[src/rtl/write_back_pipe_pkg.sv]
// Shared write-back encodings: value-source types and load funct3 codes.
package write_back_pipe_pkg;

  typedef enum logic [1:0] {
    WB_NORMAL = 2'd0,
    WB_LOAD   = 2'd1,
    WB_JAL    = 2'd2,
    WB_HICCUP = 2'd3
  } wb_type_e;

  localparam logic [2:0] F3_LB  = 3'b000;
  localparam logic [2:0] F3_LH  = 3'b001;
  localparam logic [2:0] F3_LW  = 3'b010;
  localparam logic [2:0] F3_LBU = 3'b100;
  localparam logic [2:0] F3_LHU = 3'b101;

endpackage

[src/rtl/write_back_pipe_if.sv]
// Write-back pipe bus: entry sources, forwarding queries/results and retire port.
interface write_back_pipe_if #(
  parameter int XLEN = 32,
  parameter int RAW  = 5
);
  logic [1:0]      write_back_type;
  logic [XLEN-1:0] pc;
  logic [XLEN-1:0] memory_read_output;
  logic [XLEN-1:0] execute_result;
  logic [RAW-1:0]  write_back_register_input;
  logic [2:0]      load_funct3;
  logic [1:0]      load_addr_lo;
  logic [RAW-1:0]  query_rs1;
  logic [RAW-1:0]  query_rs2;
  logic            fwd_rs1_hit;
  logic            fwd_rs2_hit;
  logic [XLEN-1:0] fwd_rs1_value;
  logic [XLEN-1:0] fwd_rs2_value;
  logic [XLEN-1:0] write_back_value;
  logic [RAW-1:0]  write_back_register_output;
  logic            write_back_enable;

  modport master (
    output write_back_type, pc, memory_read_output, execute_result,
           write_back_register_input, load_funct3, load_addr_lo,
           query_rs1, query_rs2,
    input  fwd_rs1_hit, fwd_rs2_hit, fwd_rs1_value, fwd_rs2_value,
           write_back_value, write_back_register_output, write_back_enable
  );

  modport slave (
    input  write_back_type, pc, memory_read_output, execute_result,
           write_back_register_input, load_funct3, load_addr_lo,
           query_rs1, query_rs2,
    output fwd_rs1_hit, fwd_rs2_hit, fwd_rs1_value, fwd_rs2_value,
           write_back_value, write_back_register_output, write_back_enable
  );
endinterface

[src/rtl/write_back_pipe_wb_value_select.sv]
// Entry value mux. Define WB_LOAD_EXT_EN to align and size/sign-extend load data;
// otherwise load data passes through untouched.
module wb_value_select
  import write_back_pipe_pkg::*;
#(
  parameter int XLEN = 32
) (
  input  wb_type_e        wb_type,
  input  logic [XLEN-1:0] pc,
  input  logic [XLEN-1:0] mem_data,
  input  logic [XLEN-1:0] exec_data,
  input  logic [2:0]      funct3,
  input  logic [1:0]      addr_lo,
  output logic [XLEN-1:0] value
);

  logic [XLEN-1:0] load_data;

`ifdef WB_LOAD_EXT_EN
  logic [XLEN-1:0] shifted;

  always_comb begin
    shifted = mem_data >> {addr_lo, 3'b000};
    case (funct3)
      F3_LB:   load_data = {{(XLEN-8){shifted[7]}}, shifted[7:0]};
      F3_LH:   load_data = {{(XLEN-16){shifted[15]}}, shifted[15:0]};
      F3_LBU:  load_data = {{(XLEN-8){1'b0}}, shifted[7:0]};
      F3_LHU:  load_data = {{(XLEN-16){1'b0}}, shifted[15:0]};
      default: load_data = shifted;
    endcase
  end
`else
  logic unused_load_cfg;
  assign unused_load_cfg = ^{funct3, addr_lo};
  assign load_data       = mem_data;
`endif

  always_comb begin
    case (wb_type)
      WB_LOAD:   value = load_data;
      WB_JAL:    value = pc + XLEN'(4);
      WB_NORMAL: value = exec_data;
      default:   value = '0;
    endcase
  end

endmodule

[src/rtl/write_back_pipe.sv]
// Write-back delay line with youngest-first register forwarding.
// Optional load extension via WB_LOAD_EXT_EN (see wb_value_select).
module write_back_pipe
  import write_back_pipe_pkg::*;
#(
  parameter int XLEN  = 32,
  parameter int DEPTH = 2,
  parameter int RAW   = 5
) (
  input logic clk,
  input logic reset,
  input logic stall,
  input logic flush,
  write_back_pipe_if.slave wb
);

  wb_type_e        entry_type;
  logic [XLEN-1:0] sel_value;
  logic            entry_valid;
  logic [RAW-1:0]  entry_idx;
  logic [XLEN-1:0] entry_val;

  logic            valid_q [DEPTH];
  logic            valid_d [DEPTH];
  logic [RAW-1:0]  idx_q   [DEPTH];
  logic [RAW-1:0]  idx_d   [DEPTH];
  logic [XLEN-1:0] val_q   [DEPTH];
  logic [XLEN-1:0] val_d   [DEPTH];

  assign entry_type = wb_type_e'(wb.write_back_type);

  wb_value_select #(.XLEN(XLEN)) u_sel (
    .wb_type   (entry_type),
    .pc        (wb.pc),
    .mem_data  (wb.memory_read_output),
    .exec_data (wb.execute_result),
    .funct3    (wb.load_funct3),
    .addr_lo   (wb.load_addr_lo),
    .value     (sel_value)
  );

  // Bubbles carry index 0 and value 0 so the retire port needs no extra gating.
  always_comb begin
    entry_valid = (entry_type != WB_HICCUP) && (wb.write_back_register_input != '0) && !flush;
    entry_idx   = entry_valid ? wb.write_back_register_input : '0;
    entry_val   = entry_valid ? sel_value : '0;
  end

  always_comb begin
    valid_d = valid_q;
    idx_d   = idx_q;
    val_d   = val_q;
    if (flush) begin
      for (int k = 0; k < DEPTH; k++) begin
        valid_d[k] = 1'b0;
        idx_d[k]   = '0;
        val_d[k]   = '0;
      end
    end else if (!stall) begin
      valid_d[0] = entry_valid;
      idx_d[0]   = entry_idx;
      val_d[0]   = entry_val;
      for (int k = 1; k < DEPTH; k++) begin
        valid_d[k] = valid_q[k-1];
        idx_d[k]   = idx_q[k-1];
        val_d[k]   = val_q[k-1];
      end
    end
  end

  always_ff @(posedge clk) begin
    if (reset) begin
      for (int k = 0; k < DEPTH; k++) begin
        valid_q[k] <= 1'b0;
        idx_q[k]   <= '0;
        val_q[k]   <= '0;
      end
    end else begin
      valid_q <= valid_d;
      idx_q   <= idx_d;
      val_q   <= val_d;
    end
  end

  // Oldest stage first so younger matches overwrite; entry is youngest of all.
  always_comb begin
    wb.fwd_rs1_hit   = 1'b0;
    wb.fwd_rs1_value = '0;
    wb.fwd_rs2_hit   = 1'b0;
    wb.fwd_rs2_value = '0;
    if (!reset) begin
      for (int k = DEPTH-1; k >= 0; k--) begin
        if (valid_q[k] && idx_q[k] == wb.query_rs1) begin
          wb.fwd_rs1_hit   = 1'b1;
          wb.fwd_rs1_value = val_q[k];
        end
        if (valid_q[k] && idx_q[k] == wb.query_rs2) begin
          wb.fwd_rs2_hit   = 1'b1;
          wb.fwd_rs2_value = val_q[k];
        end
      end
    end
    if (entry_valid && entry_idx == wb.query_rs1) begin
      wb.fwd_rs1_hit   = 1'b1;
      wb.fwd_rs1_value = entry_val;
    end
    if (entry_valid && entry_idx == wb.query_rs2) begin
      wb.fwd_rs2_hit   = 1'b1;
      wb.fwd_rs2_value = entry_val;
    end
    if (wb.query_rs1 == '0) begin
      wb.fwd_rs1_hit   = 1'b0;
      wb.fwd_rs1_value = '0;
    end
    if (wb.query_rs2 == '0) begin
      wb.fwd_rs2_hit   = 1'b0;
      wb.fwd_rs2_value = '0;
    end
  end

  assign wb.write_back_enable          = valid_q[DEPTH-1];
  assign wb.write_back_register_output = idx_q[DEPTH-1];
  assign wb.write_back_value           = val_q[DEPTH-1];

endmodule

[src/flat_wrapper.sv]
// flat-port wrapper written by rule: the top's interface ports become plain ports
module write_back_pipe_flat import write_back_pipe_pkg::*;
#(
  parameter int XLEN  = 32,
  parameter int DEPTH = 2,
  parameter int RAW   = 5
)
  (clk, reset, stall, flush, wb_write_back_type, wb_pc, wb_memory_read_output, wb_execute_result, wb_write_back_register_input, wb_load_funct3, wb_load_addr_lo, wb_query_rs1, wb_query_rs2, wb_fwd_rs1_hit, wb_fwd_rs2_hit, wb_fwd_rs1_value, wb_fwd_rs2_value, wb_write_back_value, wb_write_back_register_output, wb_write_back_enable);
  write_back_pipe_if #(.XLEN(XLEN), .RAW(RAW)) wb_i ();
  input logic clk;
  input logic reset;
  input logic stall;
  input logic flush;
  input wire logic [$bits(wb_i.write_back_type)-1:0] wb_write_back_type;
  input wire logic [$bits(wb_i.pc)-1:0] wb_pc;
  input wire logic [$bits(wb_i.memory_read_output)-1:0] wb_memory_read_output;
  input wire logic [$bits(wb_i.execute_result)-1:0] wb_execute_result;
  input wire logic [$bits(wb_i.write_back_register_input)-1:0] wb_write_back_register_input;
  input wire logic [$bits(wb_i.load_funct3)-1:0] wb_load_funct3;
  input wire logic [$bits(wb_i.load_addr_lo)-1:0] wb_load_addr_lo;
  input wire logic [$bits(wb_i.query_rs1)-1:0] wb_query_rs1;
  input wire logic [$bits(wb_i.query_rs2)-1:0] wb_query_rs2;
  output wire logic [$bits(wb_i.fwd_rs1_hit)-1:0] wb_fwd_rs1_hit;
  output wire logic [$bits(wb_i.fwd_rs2_hit)-1:0] wb_fwd_rs2_hit;
  output wire logic [$bits(wb_i.fwd_rs1_value)-1:0] wb_fwd_rs1_value;
  output wire logic [$bits(wb_i.fwd_rs2_value)-1:0] wb_fwd_rs2_value;
  output wire logic [$bits(wb_i.write_back_value)-1:0] wb_write_back_value;
  output wire logic [$bits(wb_i.write_back_register_output)-1:0] wb_write_back_register_output;
  output wire logic [$bits(wb_i.write_back_enable)-1:0] wb_write_back_enable;
  assign wb_i.write_back_type = wb_write_back_type;
  assign wb_i.pc = wb_pc;
  assign wb_i.memory_read_output = wb_memory_read_output;
  assign wb_i.execute_result = wb_execute_result;
  assign wb_i.write_back_register_input = wb_write_back_register_input;
  assign wb_i.load_funct3 = wb_load_funct3;
  assign wb_i.load_addr_lo = wb_load_addr_lo;
  assign wb_i.query_rs1 = wb_query_rs1;
  assign wb_i.query_rs2 = wb_query_rs2;
  assign wb_fwd_rs1_hit = wb_i.fwd_rs1_hit;
  assign wb_fwd_rs2_hit = wb_i.fwd_rs2_hit;
  assign wb_fwd_rs1_value = wb_i.fwd_rs1_value;
  assign wb_fwd_rs2_value = wb_i.fwd_rs2_value;
  assign wb_write_back_value = wb_i.write_back_value;
  assign wb_write_back_register_output = wb_i.write_back_register_output;
  assign wb_write_back_enable = wb_i.write_back_enable;
  write_back_pipe #(.XLEN(XLEN), .DEPTH(DEPTH), .RAW(RAW)) u_core (.clk(clk), .reset(reset), .stall(stall), .flush(flush), .wb(wb_i));
endmodule
[config.mk]
export PLATFORM = sky130hd
export DESIGN_NAME = write_back_pipe_flat
export DESIGN_NICKNAME = d
export VERILOG_FILES = /design/src/rtl/write_back_pipe_pkg.sv /design/src/rtl/write_back_pipe_if.sv /design/src/rtl/write_back_pipe_wb_value_select.sv /design/src/rtl/write_back_pipe.sv /design/src/flat_wrapper.sv
export SDC_FILE = /design/constraint.sdc
export NUM_CORES = 1
export LEC_CHECK = 0
export ABC_AREA = 1
export BUFFER_PORTS_ARGS = -buffer_cell sky130_fd_sc_hd__buf_2
export CORE_ASPECT_RATIO = 2
export CORE_MARGIN = 3
export CORE_UTILIZATION = 35
export DETAILED_ROUTE_END_ITERATION = 7
export HOLD_SLACK_MARGIN = 0.15
export PLACE_DENSITY = 0.64
export SETUP_SLACK_MARGIN = 0.5
export SLEW_MARGIN = 20
export SYNTH_ARGS = -nofsm -noshare
export SYNTH_HDL_FRONTEND = slang
export SYNTH_HIERARCHICAL = 1
export SYNTH_SLANG_ARGS = --single-unit
[constraint.sdc]
create_clock -name clk -period 1.7 [get_ports clk]
set_clock_uncertainty 0.1 [all_clocks]
set_input_delay 0.17 -clock clk [delete_from_list [all_inputs] [get_ports clk]]
set_output_delay 0.17 -clock clk [all_outputs]
set_load 0.05 [all_outputs]
==> summary.txt <==
Outcome
  • Status: complete, but fails checks
  • Failing checks: setup timing

Timing
  • Tightest Pin Transition: 0.340 ns
  • Period Utilization, post-route: 142%
  • Hold slack: 0.114 ns
  • Setup TNS: -42.40 ns
  • Final Hold Vio Count: 0
  • Pins Over Slew Limit: 0
  • RSZ-0062 raised after global routing: yes
  • Final setup viols: 66
  • Min Clock Period, post-route: 2.41 ns
  • Highest clock rate: 415 MHz
  • Worst setup margin: -0.707 ns
  • Slew margin rel.: 77.1%

Detailed routing
  • Met3 routed WL: 1.74 mm
  • # DRC: 0
  • DRT antenna net count: 0
  • Vias per cell: 5.18
  • Drt wl/cell: 17.3 µm
  • DR top layer: met4
  • DR pass1 iterations: 5
  • DR vias: 9689
  • Met2 WL post-DR: 17.6 mm
  • Final WL: 32.4 mm
  • Initial drt markers: 524
  • WL met1: 11.2 mm

Min path
  • Worst min-delay path category: primary input to flip-flop

Clocking
  • CTS tree: done
  • CTS Sinks: 76
  • Clk buf depth: 2
  • Clock Latency Late Sink: 0.34 ns
  • CTS Buf Count: 9
  • H-Tree Depth: 3
  • Clk pin slew, worst setup/hold paths: 0.06 ns
  • CTS root buffer: clkbuf_16

Final layout
  • Layout cell share with drive strength beyond 1: 49.7%
  • P&R area growth vs syn: 74.9%
  • # fillers: 1857
  • Final Util: 63.1%
  • Ant diodes: 0
  • Design Area, Final: 0.0127 mm²
  • Nets: 1729

Floorplan
  • Std cell rows: 73
  • Core area: 0.0201 mm²
  • Ports: 226
  • Die ar.: 0.0226 mm²
  • DIE WIDTH: 108 µm
  • Die Height: 209 µm
  • Initial core utilization: 36.1%

Synthesis
  • Post-synth top cells: nand2_1, nor2_1, o21ai_0
  • Synth Instances: 1301
  • #FFs+latches synth: 76
  • Syn_area_per_cell: 5.57 µm²
  • Net count after synthesis: 1424
  • Post-synth EDFFs: 0
  • Synth top area cells: dfxtp_1, nand2_1, o21ai_0, nand3_1, nor2_1
  • Top FF cell, synth: dfxtp_1
  • Seq/Total Area, Yosys: 21.0%
  • Cell taking the most area after synthesis: dfxtp_1
  • Post-synth top area share: 21.0%
  • YS warnings: 6
  • Most numerous cell in the Yosys netlist: nand2_1
  • Synth cell types: 35
  • Mapped cell area: 0.00724 mm²
  • Ys async rst share: 0%

Global routing
  • GRT Overall Usage: 27.3%
  • Largest net degree at the start of global routing: 75
  • Initial antenna violation count: 0
  • GRT Residual Overflow: 0
  • Vias in the first global route: 9536
  • First-pass GRT wire length: 48.8 mm

Worst setup path
  • Top Family by Delay on Critical Path: simple AND/OR/NAND/NOR gates
  • CP cell instances: inv_4, nand2_2, nand2_2, nor2_4, nand3_4, buf_12, buf_12, buf_6, nand2_2, o21ai_2, nor2_2, nor2_2, nor2_4, buf_6
  • Crit start category: flip-flop
  • Crit path DAT: 2.14 ns
  • Worst setup path class: flip-flop to output pin
  • Crit path buf inv count: 5
  • Worst Path Required: 1.43 ns
  • Crit-path most repeated cell: nand2_2
  • Critical path's slowest cell: dfxtp_4
  • CP Max Fanout: 5
  • CP endpoint kind: output pin
  • Slowest Stage Delay on Critical Path: 0.37 ns

Run
  • Max Cap Viol: 0

Pwr
  • Total power: 5.78 mW
  • LEAKAGE: 5.95 nW
  • Peak VDD IR: 476 µV
  • Pwr Density: 456 mW/mm²

Placement
  • Port Buffer Count: 220
  • Placement Cell Area: 0.0100 mm²
  • DP HPWL: 23.1 mm
  • Placer congestion estimate: 0.957
flip-flops by register name (all words and copies together), names as in the netlist:
register	cells
u_core/idx_q	5
u_core/wb.write_back_value	32
u_core/val_q	32
u_core/valid_q	1
u_core/wb.write_back_register_output	5
u_core/wb.write_back_enable	1
cell type report:
cell class | instances | area, µm² | area share (%)
multi-input combinational | 1007 | 6190 | 48.8
clock inverter | 2 | 35.0 | 0.277
clock buffer | 12 | 256 | 2.02
tap | 262 | 328 | 2.59
timing repair buffer | 406 | 3890 | 30.7
inverter | 106 | 413 | 3.26
sequential | 76 | 1560 | 12.3
cells by family after synthesis:
family | count (synthesis) | synth area share, %
buffers and inverters | 218 | 14.5
XOR/XNOR | 2 | 0.242
AND/OR/NAND/NOR | 754 | 45.5
adder cells (fa/ha/maj) | 1 | 0.173
flip-flops | 76 | 21.0
AO/OA/AOI/OAI | 250 | 18.6
power by group:
part / total [mW] / leakage [nW] / switching [mW] / internal, mW
Sequential: 1.90 / 0.628 / 0.0563 / 1.84
Clock: 1.95 / 0.145 / 0.752 / 1.20
Combinational: 1.93 / 5.18 / 1.17 / 0.754
Total: 5.78 / 5.95 / 1.98 / 3.79
metal layers:
| metal | global-route usage (%) | vias to the layer above |
|---|---|---|
| met4 | 15.1 | 0 |
| met5 | 0 | - |
| met3 | 4.22 | 108 |
| met1 | 29.0 | 4441 |
| met2 | 50.1 | 396 |
| li1 | - | 4744 |
placed cells by master (no fill, tap or decap), types with 3 or more instances in the layout:
cell type | synthesis | final
nor2_1 | 151 | 31
buf_8 | 0 | 42
o21bai_1 | 6 | 5
o21ai_2 | 0 | 14
nand2_4 | 2 | 19
nand4_1 | 9 | 9
nand2_1 | 398 | 310
o21ai_0 | 130 | 106
a21oi_4 | 1 | 5
inv_1 | 97 | 90
dfxtp_4 | 0 | 6
buf_4 | 39 | 141
nor2_4 | 9 | 95
nor3_1 | 3 | 3
buf_16 | 0 | 4
o21ai_1 | 11 | 21
nor2_2 | 38 | 72
nand3_2 | 5 | 30
clkbuf_4 | 0 | 4
clkbuf_16 | 0 | 14
buf_12 | 0 | 30
dfxtp_1 | 76 | 61
dfxtp_2 | 0 | 9
nand3_1 | 126 | 93
buf_2 | 33 | 110
nand2_2 | 9 | 77
nand3_4 | 0 | 8
a21oi_1 | 82 | 58
inv_2 | 9 | 14
o211ai_1 | 3 | 3
nand2_8 | 1 | 4
a22o_1 | 13 | 13
buf_6 | 6 | 70
a21oi_2 | 0 | 20
worst register-to-register path: stages, from the launching register on:
cell	delay [ns]
dfxtp_2	0.35
inv_2	0.06
buf_4	0.13
a2111oi_2	0.34
worst paths after layout:
kind	startpoint	endpoint	slack [ns]	cells past startpoint
max	u_core/idx_q[8]	wb_fwd_rs1_value[1]	-0.71	14
max reg2reg	u_core/idx_q[9]	u_core/idx_q[9]	0.61	3
min reg2reg	u_core/val_q[62]	u_core/wb.write_back_value[30]	0.38	2
min	wb_write_back_type[1]	u_core/idx_q[8]	0.11	4
per-stage QoR:
step | setup slack [ns] | instances
finish | -0.707 | 1871
global route | -0.789 | 1871
CTS | -0.662 | 1854
detailed placement | -0.546 | 1826
global placement | -0.548 | 1826
floorplan | -0.119 | 1301
what timing repair did:
item / 4_1_cts / 5_1_grt
setup buffers: 10 / 12
setup endpoints to repair: 131 / 113
gates cloned: 4 / 5
hold endpoints to repair: 4 / 1
resized for setup: 341 / 269
pin swaps: 72 / 93
Note: power is estimated with default switching activity, not from simulation.
